## config.mk

```make
export PLATFORM = sky130hd
export DESIGN_NAME = chan_delay_line
export DESIGN_NICKNAME = d
export VERILOG_FILES = /design/src/rtl/chan_delay_line.sv
export SDC_FILE = /design/constraint.sdc
export NUM_CORES = 1
export LEC_CHECK = 0
export BUFFER_PORTS_ARGS = -buffer_cell sky130_fd_sc_hd__clkbuf_2
export CELL_PAD_IN_SITES_DETAIL_PLACEMENT = 2
export CELL_PAD_IN_SITES_GLOBAL_PLACEMENT = 2
export CORE_ASPECT_RATIO = 1.75
export CORE_MARGIN = 2
export CORE_UTILIZATION = 23
export CTS_BUF_LIST = sky130_fd_sc_hd__clkbuf_4
export DETAILED_ROUTE_END_ITERATION = 10
export PLACE_DENSITY = 0.48
export SYNTH_ARGS = -nofsm -noshare
export SYNTH_HDL_FRONTEND = slang
export SYNTH_SLANG_ARGS = --single-unit
```

## constraint.sdc

```tcl
create_clock -name clk -period 16.8 [get_ports clk]
set_clock_uncertainty 0.15 [all_clocks]
set_input_delay 1.68 -clock clk [delete_from_list [all_inputs] [get_ports clk]]
set_output_delay 1.68 -clock clk [all_outputs]
set_load 0.05 [all_outputs]
```

## src/rtl/chan_delay_line.sv

```systemverilog
// Per-channel programmable delay line with fill tracking and delayed bit-0 edge detect; CHAN_DELAY_FALLING_EN adds falling edges.
// Latency: latched delay d (1..MAX_DELAY) enabled cycles, tap mux output; no backpressure, en=0 freezes everything.
module chan_delay_line #(
  parameter int CHANNELS      = 4,
  parameter int WIDTH         = 8,
  parameter int MAX_DELAY     = 16,
  parameter int DEFAULT_DELAY = 4
) (
  input  logic                             clk,
  input  logic                             rst_n,
  input  logic                             en,
  input  logic [CHANNELS*WIDTH-1:0]        in_data,
  input  logic [$clog2(MAX_DELAY+1)-1:0]   delay_sel,
  input  logic                             delay_load,
  output logic [CHANNELS*WIDTH-1:0]        out_data,
  output logic                             out_valid,
  output logic                             fill_done,
  output logic [CHANNELS-1:0]              rising,
  output logic [CHANNELS-1:0]              falling
);

  localparam int DW = $clog2(MAX_DELAY + 1);
  localparam int AW = (MAX_DELAY > 1) ? $clog2(MAX_DELAY) : 1;
  localparam logic [DW-1:0] RST_DELAY =
    DW'((DEFAULT_DELAY < 1) ? 1 : ((DEFAULT_DELAY > MAX_DELAY) ? MAX_DELAY : DEFAULT_DELAY));

  typedef enum logic {ST_FILL, ST_RUN} state_t;

  logic [CHANNELS*WIDTH-1:0] stage_q [MAX_DELAY];
  state_t                    state_q, state_d;
  logic [DW-1:0]             delay_q, delay_d;
  logic [DW-1:0]             cnt_q, cnt_d;
  logic                      first_q, first_d;
  logic                      prev_run_q;
  logic [CHANNELS-1:0]       prev_bit_q;
  logic [CHANNELS-1:0]       tap_bit0;
  logic [AW-1:0]             tap_idx;
  logic                      edge_ok;

  function automatic logic [DW-1:0] clamp_delay(input logic [DW-1:0] sel);
    if (sel == '0) begin
      return DW'(1);
    end else if (int'(sel) > MAX_DELAY) begin
      return DW'(MAX_DELAY);
    end
    return sel;
  endfunction

  // Stages keep their contents across delay reloads; only reset clears them.
  always_ff @(posedge clk) begin
    if (!rst_n) begin
      for (int i = 0; i < MAX_DELAY; i++) begin
        stage_q[i] <= '0;
      end
    end else if (en) begin
      stage_q[0] <= in_data;
      for (int i = 1; i < MAX_DELAY; i++) begin
        stage_q[i] <= stage_q[i-1];
      end
    end
  end

  assign tap_idx  = AW'(delay_q - DW'(1));
  assign out_data = stage_q[tap_idx];

  always_ff @(posedge clk) begin
    if (!rst_n) begin
      state_q <= ST_FILL;
      delay_q <= RST_DELAY;
      cnt_q   <= '0;
      first_q <= 1'b0;
    end else begin
      state_q <= state_d;
      delay_q <= delay_d;
      cnt_q   <= cnt_d;
      first_q <= first_d;
    end
  end

  // A load restarts the fill from zero; its own shift is not counted.
  always_comb begin
    state_d = state_q;
    delay_d = delay_q;
    cnt_d   = cnt_q;
    first_d = 1'b0;
    if (delay_load) begin
      delay_d = clamp_delay(delay_sel);
      cnt_d   = '0;
      state_d = ST_FILL;
    end else if (en && (state_q == ST_FILL)) begin
      cnt_d = cnt_q + DW'(1);
      if (cnt_d >= delay_q) begin
        state_d = ST_RUN;
        first_d = 1'b1;
      end
    end
  end

  assign out_valid = (state_q == ST_RUN);
  assign fill_done = first_q && !delay_load;

  always_comb begin
    tap_bit0 = '0;
    for (int c = 0; c < CHANNELS; c++) begin
      tap_bit0[c] = out_data[c*WIDTH];
    end
  end

  // History advances only on enabled cycles, so edges compare enabled-cycle neighbours.
  always_ff @(posedge clk) begin
    if (!rst_n) begin
      prev_run_q <= 1'b0;
      prev_bit_q <= '0;
    end else if (en) begin
      prev_run_q <= (state_q == ST_RUN);
      prev_bit_q <= tap_bit0;
    end
  end

  assign edge_ok = (state_q == ST_RUN) && en && prev_run_q;
  assign rising  = {CHANNELS{edge_ok}} & tap_bit0 & ~prev_bit_q;

`ifdef CHAN_DELAY_FALLING_EN
  assign falling = {CHANNELS{edge_ok}} & ~tap_bit0 & prev_bit_q;
`else
  assign falling = '0;
`endif

endmodule

```

==> results of run 1 <==
power breakdown:
group / internal (uW) / switching (uW) / leakage (uW)
clock network: 605 / 560 / 0.00106
registers: 1550 / 46.2 / 0.00579
logic: 137 / 228 / 0.00442
per-stage QoR:
stage	hold WS [ns]	instance area [sq um]	cells	utilization, %
3_5_place_dp	0.333	25600	2739	24.6
5_1_grt	0.385	27400	2979	26.3
2_1_floorplan	0.304	24100	1428	-
4_1_cts	0.347	27400	2978	26.3
3_3_place_gp	0.326	25600	2739	24.6
6_report	0.342	27400	2979	26.3
cells in the mapped netlist (4+ instances only):
| library cell | number | share of area [%] |
|---|---|---|
| nand3_1 | 5 | 0.10 |
| nor3b_1 | 4 | 0.12 |
| mux4_1 | 56 | 6.1 |
| dfxtp_1 | 17 | 1.4 |
| xnor2_1 | 4 | 0.15 |
| inv_1 | 6 | 0.093 |
| nand2_1 | 5 | 0.078 |
| nand2b_1 | 4 | 0.10 |
| mux4_2 | 98 | 9.1 |
| nor2_1 | 5 | 0.078 |
| nor2b_1 | 9 | 0.23 |
| and2_1 | 194 | 5.0 |
| buf_6 | 9 | 0.42 |
| and3_1 | 320 | 8.3 |
| ha_1 | 8 | 0.41 |
| edfxtp_1 | 512 | 64 |
| mux2i_1 | 18 | 0.75 |
| dlymetal6s2s_1 | 6 | 0.31 |
| a21oi_1 | 7 | 0.15 |
| clkbuf_1 | 94 | 1.5 |
| buf_4 | 8 | 0.25 |
| buf_8 | 6 | 0.37 |
sequential cells by signal, summed over array words and instances, names as in the netlist:
| name | cells |
|---|---|
| cnt_q | 5 |
| delay_q | 5 |
| first_q | 1 |
| out_valid | 1 |
| prev_bit_q | 4 |
| prev_run_q | 1 |
| stage_q | 512 |
area by class of cell:
class / count / area [sq um]
Antenna cell: 1 / 2.50
Clock buffer: 206 / 1550
Clock inverter: 33 / 209
Fill cell: 10882 / 76900
Inverter: 6 / 22.5
Multi-Input combinational cell: 759 / 7650
Sequential cell: 529 / 15700
Tap cell: 1351 / 1690
Timing Repair Buffer: 94 / 554
routing by layer:
metal / up-vias / part of all wire [%]
li1: 5896 / -
met1: 6969 / 43
met2: 234 / 50
met3: 130 / 4.1
met4: 6 / 2.8
met5: - / 0.078
placed cells by master (no fill, tap or decap), drive strengths merged:
cell type  count
nor3           2
nand3b         1
clkinv        26
ha             8
o22ai          1
clkbuf       283
a21oi          7
o21ai          3
nand2          5
mux4         156
nand2b         4
xor2           3
nor2b          9
and3         320
nand4          1
edfxtp       512
nor3b          4
and2         194
inv           10
buf           17
bufinv         3
conb           4
xnor2          6
o211ai         1
diode          1
nand3          5
mux2i         18
dfxtp         17
nor2           5
nor4           1
o31ai          1
worst max-delay path, cell delays in order (launching register included):
cell and delay (ns):
dfxtp_4 0.64, buf_4 0.60, buf_4 0.79, buf_4 0.79, mux4_2 0.37, mux2i_1 0.08, mux2i_1 0.51, nor3b_1 0.26
clkbuf_2 0.31
final timing paths:
kind / startpoint / to / slack [ns] / cells after the start
setup reg to reg: delay_q[0] / prev_bit_q[0] / 12.34 / 8
setup / recovery: delay_q[0] / rising[0] / 9.61 / 8
hold / removal: cnt_q[1] / cnt_q[1] / 0.34 / 2
hold reg to reg: cnt_q[1] / cnt_q[1] / 0.34 / 2
cells by family (layout without fill, tap and decap cells):
| logic type | count (synthesis) | count (layout) | synth area share (%) |
|---|---|---|---|
| AOI/OAI and AO/OA | 13 | 13 | 0.296 |
| DFF | 529 | 529 | 65.1 |
| other | 1 | 5 | 0.0155 |
| adders and majority gates | 8 | 8 | 0.415 |
| and+or+nand+nor | 551 | 551 | 14.2 |
| buffers and inverters | 140 | 339 | 3.40 |
| muxes | 174 | 174 | 16.2 |
| xor gates and xnor gates | 9 | 9 | 0.389 |
==> flow_metrics.tcl, run 1 <==
set metrics [dict create \
    timing.fmax_mhz 139 \
    antenna_found_initial 4 \
    drtAntennaViolNets 0 \
    synth_seq_area_share_pct 65.1 \
    tightest_slew_ns 1.27 \
    use_met1_pct 13.4 \
    yosys_register_bits 529 \
    async_flop_share_pct 0 \
    globalplace.congestion 0.657 \
    ys_dominant_reg_cell "edfxtp_1" \
    cp.arrival_ns 5.36 \
    synth_area_sq_um 24100 \
    slew_violations 0 \
    ctsHtreeMaxLevel 4 \
    period_share_pct 42.8 \
    powerDensity_nw_per_um2 114 \
    grt-ovfl-total 0 \
    synthCells 1425 \
    clk_pin_slew_ns 0.07 \
    grt_use_met3_pct 2.74 \
    peakVddDrop_mv 0.0408 \
    cp-start-kind "flop" \
    run_status "completed" \
    io_pins 83 \
    synth.avg_cell_area_sq_um 16.9 \
    drive_above_1_share_pct 25.6 \
    die_y_microns 433 \
    cp_max_fo 42 \
    cts_sinks 529 \
    finalSetupViolCount 0 \
    leakage_uw 0.0113 \
    grt_max_degree 211 \
    final.min_clock_period_ns 7.19 \
    end_kind "output pin" \
    grt_util_met2_pct 18.8 \
    drt_wl_total_microns 58600 \
    hold_viol_final 0 \
    worst_slack_ns 9.61 \
    areaGrowthSynthToFinish_pct 13.5 \
    post_drt_via_cell_ratio 4.44 \
    hp-class "reg2reg" \
    worstPathRequired_ns 14.97 \
    drc 0 \
    groute.usage.overall_pct 11.1 \
    clockRootBuffer "clkbuf_4" \
    rsz0062_at_grt "false" \
    port_buffers 78 \
    drt_iter0_markers 668 \
    yosysWarnings 0 \
    critPathKind "reg2out" \
    grt_pass1_wl_microns 92800 \
    first_pass_iters 6 \
    relSlewSlack_pct 15.6 \
    cts_setup_buffers 0 \
    hold_buffers 0 \
    cts_resized 0 \
    grt_busiest_layer "met2" \
    grt_pass1_vias 15131 \
    tns_ns 0 \
    pre_cts_slack_ns 10.21 \
    ys_types 39 \
    clock_path_buffers 3 \
    start_util_pct 23.1 \
    hpwlAfterDp_microns 32000 \
    nets 1577 \
    synth_edf_count 512 \
    fp.coreArea_sq_um 104000 \
    cts_buffers 138 \
    clk_latency_ns 0.93 \
    cts_tree "built" \
    finalPower_uw 3120 \
    wl_per_cell_microns 19.7 \
    cap_violations 0 \
    vias 13235 \
    rows 157 \
    fp.dieW_microns 249 \
    die_area_sq_um 108000 \
]
Power figures use the tool's default switching activity.
==> inputs of run 2 (changes only) <==
--- a/config.mk
+++ b/config.mk
@@ -13,7 +13,7 @@
 export CORE_UTILIZATION = 23
 export CTS_BUF_LIST = sky130_fd_sc_hd__clkbuf_4
 export DETAILED_ROUTE_END_ITERATION = 10
-export PLACE_DENSITY = 0.48
+export PLACE_DENSITY = 0.49
 export SYNTH_ARGS = -nofsm -noshare
 export SYNTH_HDL_FRONTEND = slang
 export SYNTH_SLANG_ARGS = --single-unit
==> constraint.sdc (replaced) <==
create_clock -name clk -period 6.4 [get_ports clk]
set_clock_uncertainty 0.15 [all_clocks]
set_input_delay 0.64 -clock clk [delete_from_list [all_inputs] [get_ports clk]]
set_output_delay 0.64 -clock clk [all_outputs]
set_load 0.05 [all_outputs]
==> flow_metrics.tcl, run 2 (synthesized netlist as in run 1, its figures left out) <==
set metrics [dict create \
    period_share_pct 79.6 \
    crit_path_start "delay_q[0]" \
    antenna_found_initial 6 \
    r2r_cells 8 \
    largest_reg_flops 512 \
    fp.coreArea_sq_um 104000 \
    fillers 10892 \
    finalPower_uw 8350 \
    globalplace.congestion 0.667 \
    drive_above_1_share_pct 25.9 \
    clk_pin_slew_ns 0.07 \
    place_inst 2747 \
    tightest_slew_ns 1.11 \
    drt_wl_total_microns 58900 \
    clock_path_buffers 3 \
    wl_per_cell_microns 19.3 \
    regArea_sq_um 15700 \
    areaGrowthSynthToFinish_pct 16.5 \
    cp.arrival_ns 4.30 \
    layout_common_cells "edfxtp_1, and3_1, clkbuf_4" \
    final_common_cell "edfxtp_1" \
    die_area_sq_um 108000 \
    final.min_clock_period_ns 5.09 \
    cap_violations 0 \
    fp.dieW_microns 249 \
    worstPathRequired_ns 5.61 \
    cts_tree "built" \
    r2r-end "prev_bit_q[2]" \
    die_y_microns 433 \
    first_pass_iters 4 \
    min-delay-start "en" \
    ctsHtreeMaxLevel 4 \
    relSlewSlack_pct 26.1 \
    port_buffers 78 \
    run_status "completed" \
    cp-start-kind "flop" \
    regMostFlops "stage_q" \
    hp-class "in2reg" \
    grt_max_degree 199 \
    top_regs "stage_q: 512 flops, cnt_q: 5 flops, delay_q: 5 flops" \
    end_kind "output pin" \
    critPathKind "reg2out" \
    io_pins 83 \
    cpPeakStageDelay_ns 0.93 \
    grt_pass1_wl_microns 94000 \
    rows 157 \
    vias 13507 \
    drtAntennaViolNets 0 \
    cts_resized 0 \
    finalSetupViolCount 0 \
    powerDensity_nw_per_um2 297 \
    tns_ns 0 \
    post_drt_via_cell_ratio 4.43 \
    path_cells "inv_1, ha_4, buf_4, mux4_1, mux4_2, clkbuf_2" \
    grt_pass1_vias 15237 \
    crit_slowest_cell "ha_4" \
    crit_path_end "out_data[14]" \
    clk_latency_ns 1.00 \
    rr_startpoint "delay_q[0]" \
    cts_sinks 529 \
    hpwlAfterDp_microns 32200 \
    grt-ovfl-total 0 \
    nets 1642 \
    stdcell_count 3050 \
    start_util_pct 23.1 \
    rsz0062_at_grt "false" \
    clockRootBuffer "clkbuf_4" \
    rrSetupSlack_ns 3.15 \
    cts_buffers 143 \
    slew_violations 0 \
    drc 0 \
    drt_iter0_markers 738 \
    groute.usage.overall_pct 11.3 \
    timing.fmax_mhz 196 \
    hold_viol_final 0 \
    leakage_uw 0.0116 \
    cp_max_fo 54 \
    multi_input_area_sq_um 7650 \
    cts_setup_buffers 0 \
    peakVddDrop_mv 0.140 \
]
[run 2: changes by cell type in the layout (fill, tap and decap cells not counted), sizes merged]
cell,change
buf,+8
clkbuf,+13
clkinv,-11
clkinvlp,+3
diode,+5
dlygate4sd3,+52
inv,+1
[run 2: worst min-delay path by stage]
stage,slack [ns],cells after the start,end
floorplan,0.30,2,cnt_q[1]
global placement,0.32,2,cnt_q[1]
detailed placement,0.34,2,cnt_q[1]
CTS,0.08,3,prev_run_q
global route,0.18,3,prev_run_q
finish,0.20,3,prev_run_q
[run 2: where the power goes]
group	switching (uW)	total, uW	internal (uW)
sequential	116	4170	4050
combinational	606	995	389
clock	1510	3180	1670
total	2230	8350	6110
[run 2: layout make-up]
class / count / share of cell area (%)
diodes: 6 / 0.0534
clock buffers: 219 / 5.85
clock inverters: 26 / 0.672
inverters: 6 / 0.0801
multi-input cells: 759 / 27.2
flip-flops and latches: 529 / 55.9
well taps: 1351 / 6.01
repair buffers: 154 / 4.17
[run 2: routing by layer]
metal | part of all wire [%] | wire length [microns] | GRT usage (%)
met1 | 43 | 25300 | 13.9
met2 | 50 | 29700 | 18.8
met3 | 4.3 | 2520 | 2.87
met4 | 2.3 | 1360 | 4.60
met5 | 0 | 0 | 0
[run 2: timing repair]
action / in CTS / in global routing
endpoints found under the setup margin: 0 / 0
hold endpoints to repair: 104 / 0
hold buffers: 52 / 0
[run 2: worst max-delay path: cells and delay by family, from the launching register on]
family	cells	cell delay (ns)
flip-flops	1	0.56
multiplexers	2	0.91
buffers and inverters	3	0.87
adder cells (fa/ha/maj)	1	0.93
[run 2: through the flow]
stage	hold WS, ns	utilization, %	cell area [sq um]	setup slack [ns]
after floorplan	0.304	-	24200	0.863
after global placement	0.316	24.7	25700	2.21
after detailed placement	0.335	24.7	25700	2.17
after CTS	0.0813	26.9	28100	0.971
after global routing	0.178	26.9	28100	0.964
final	0.204	26.9	28100	1.31
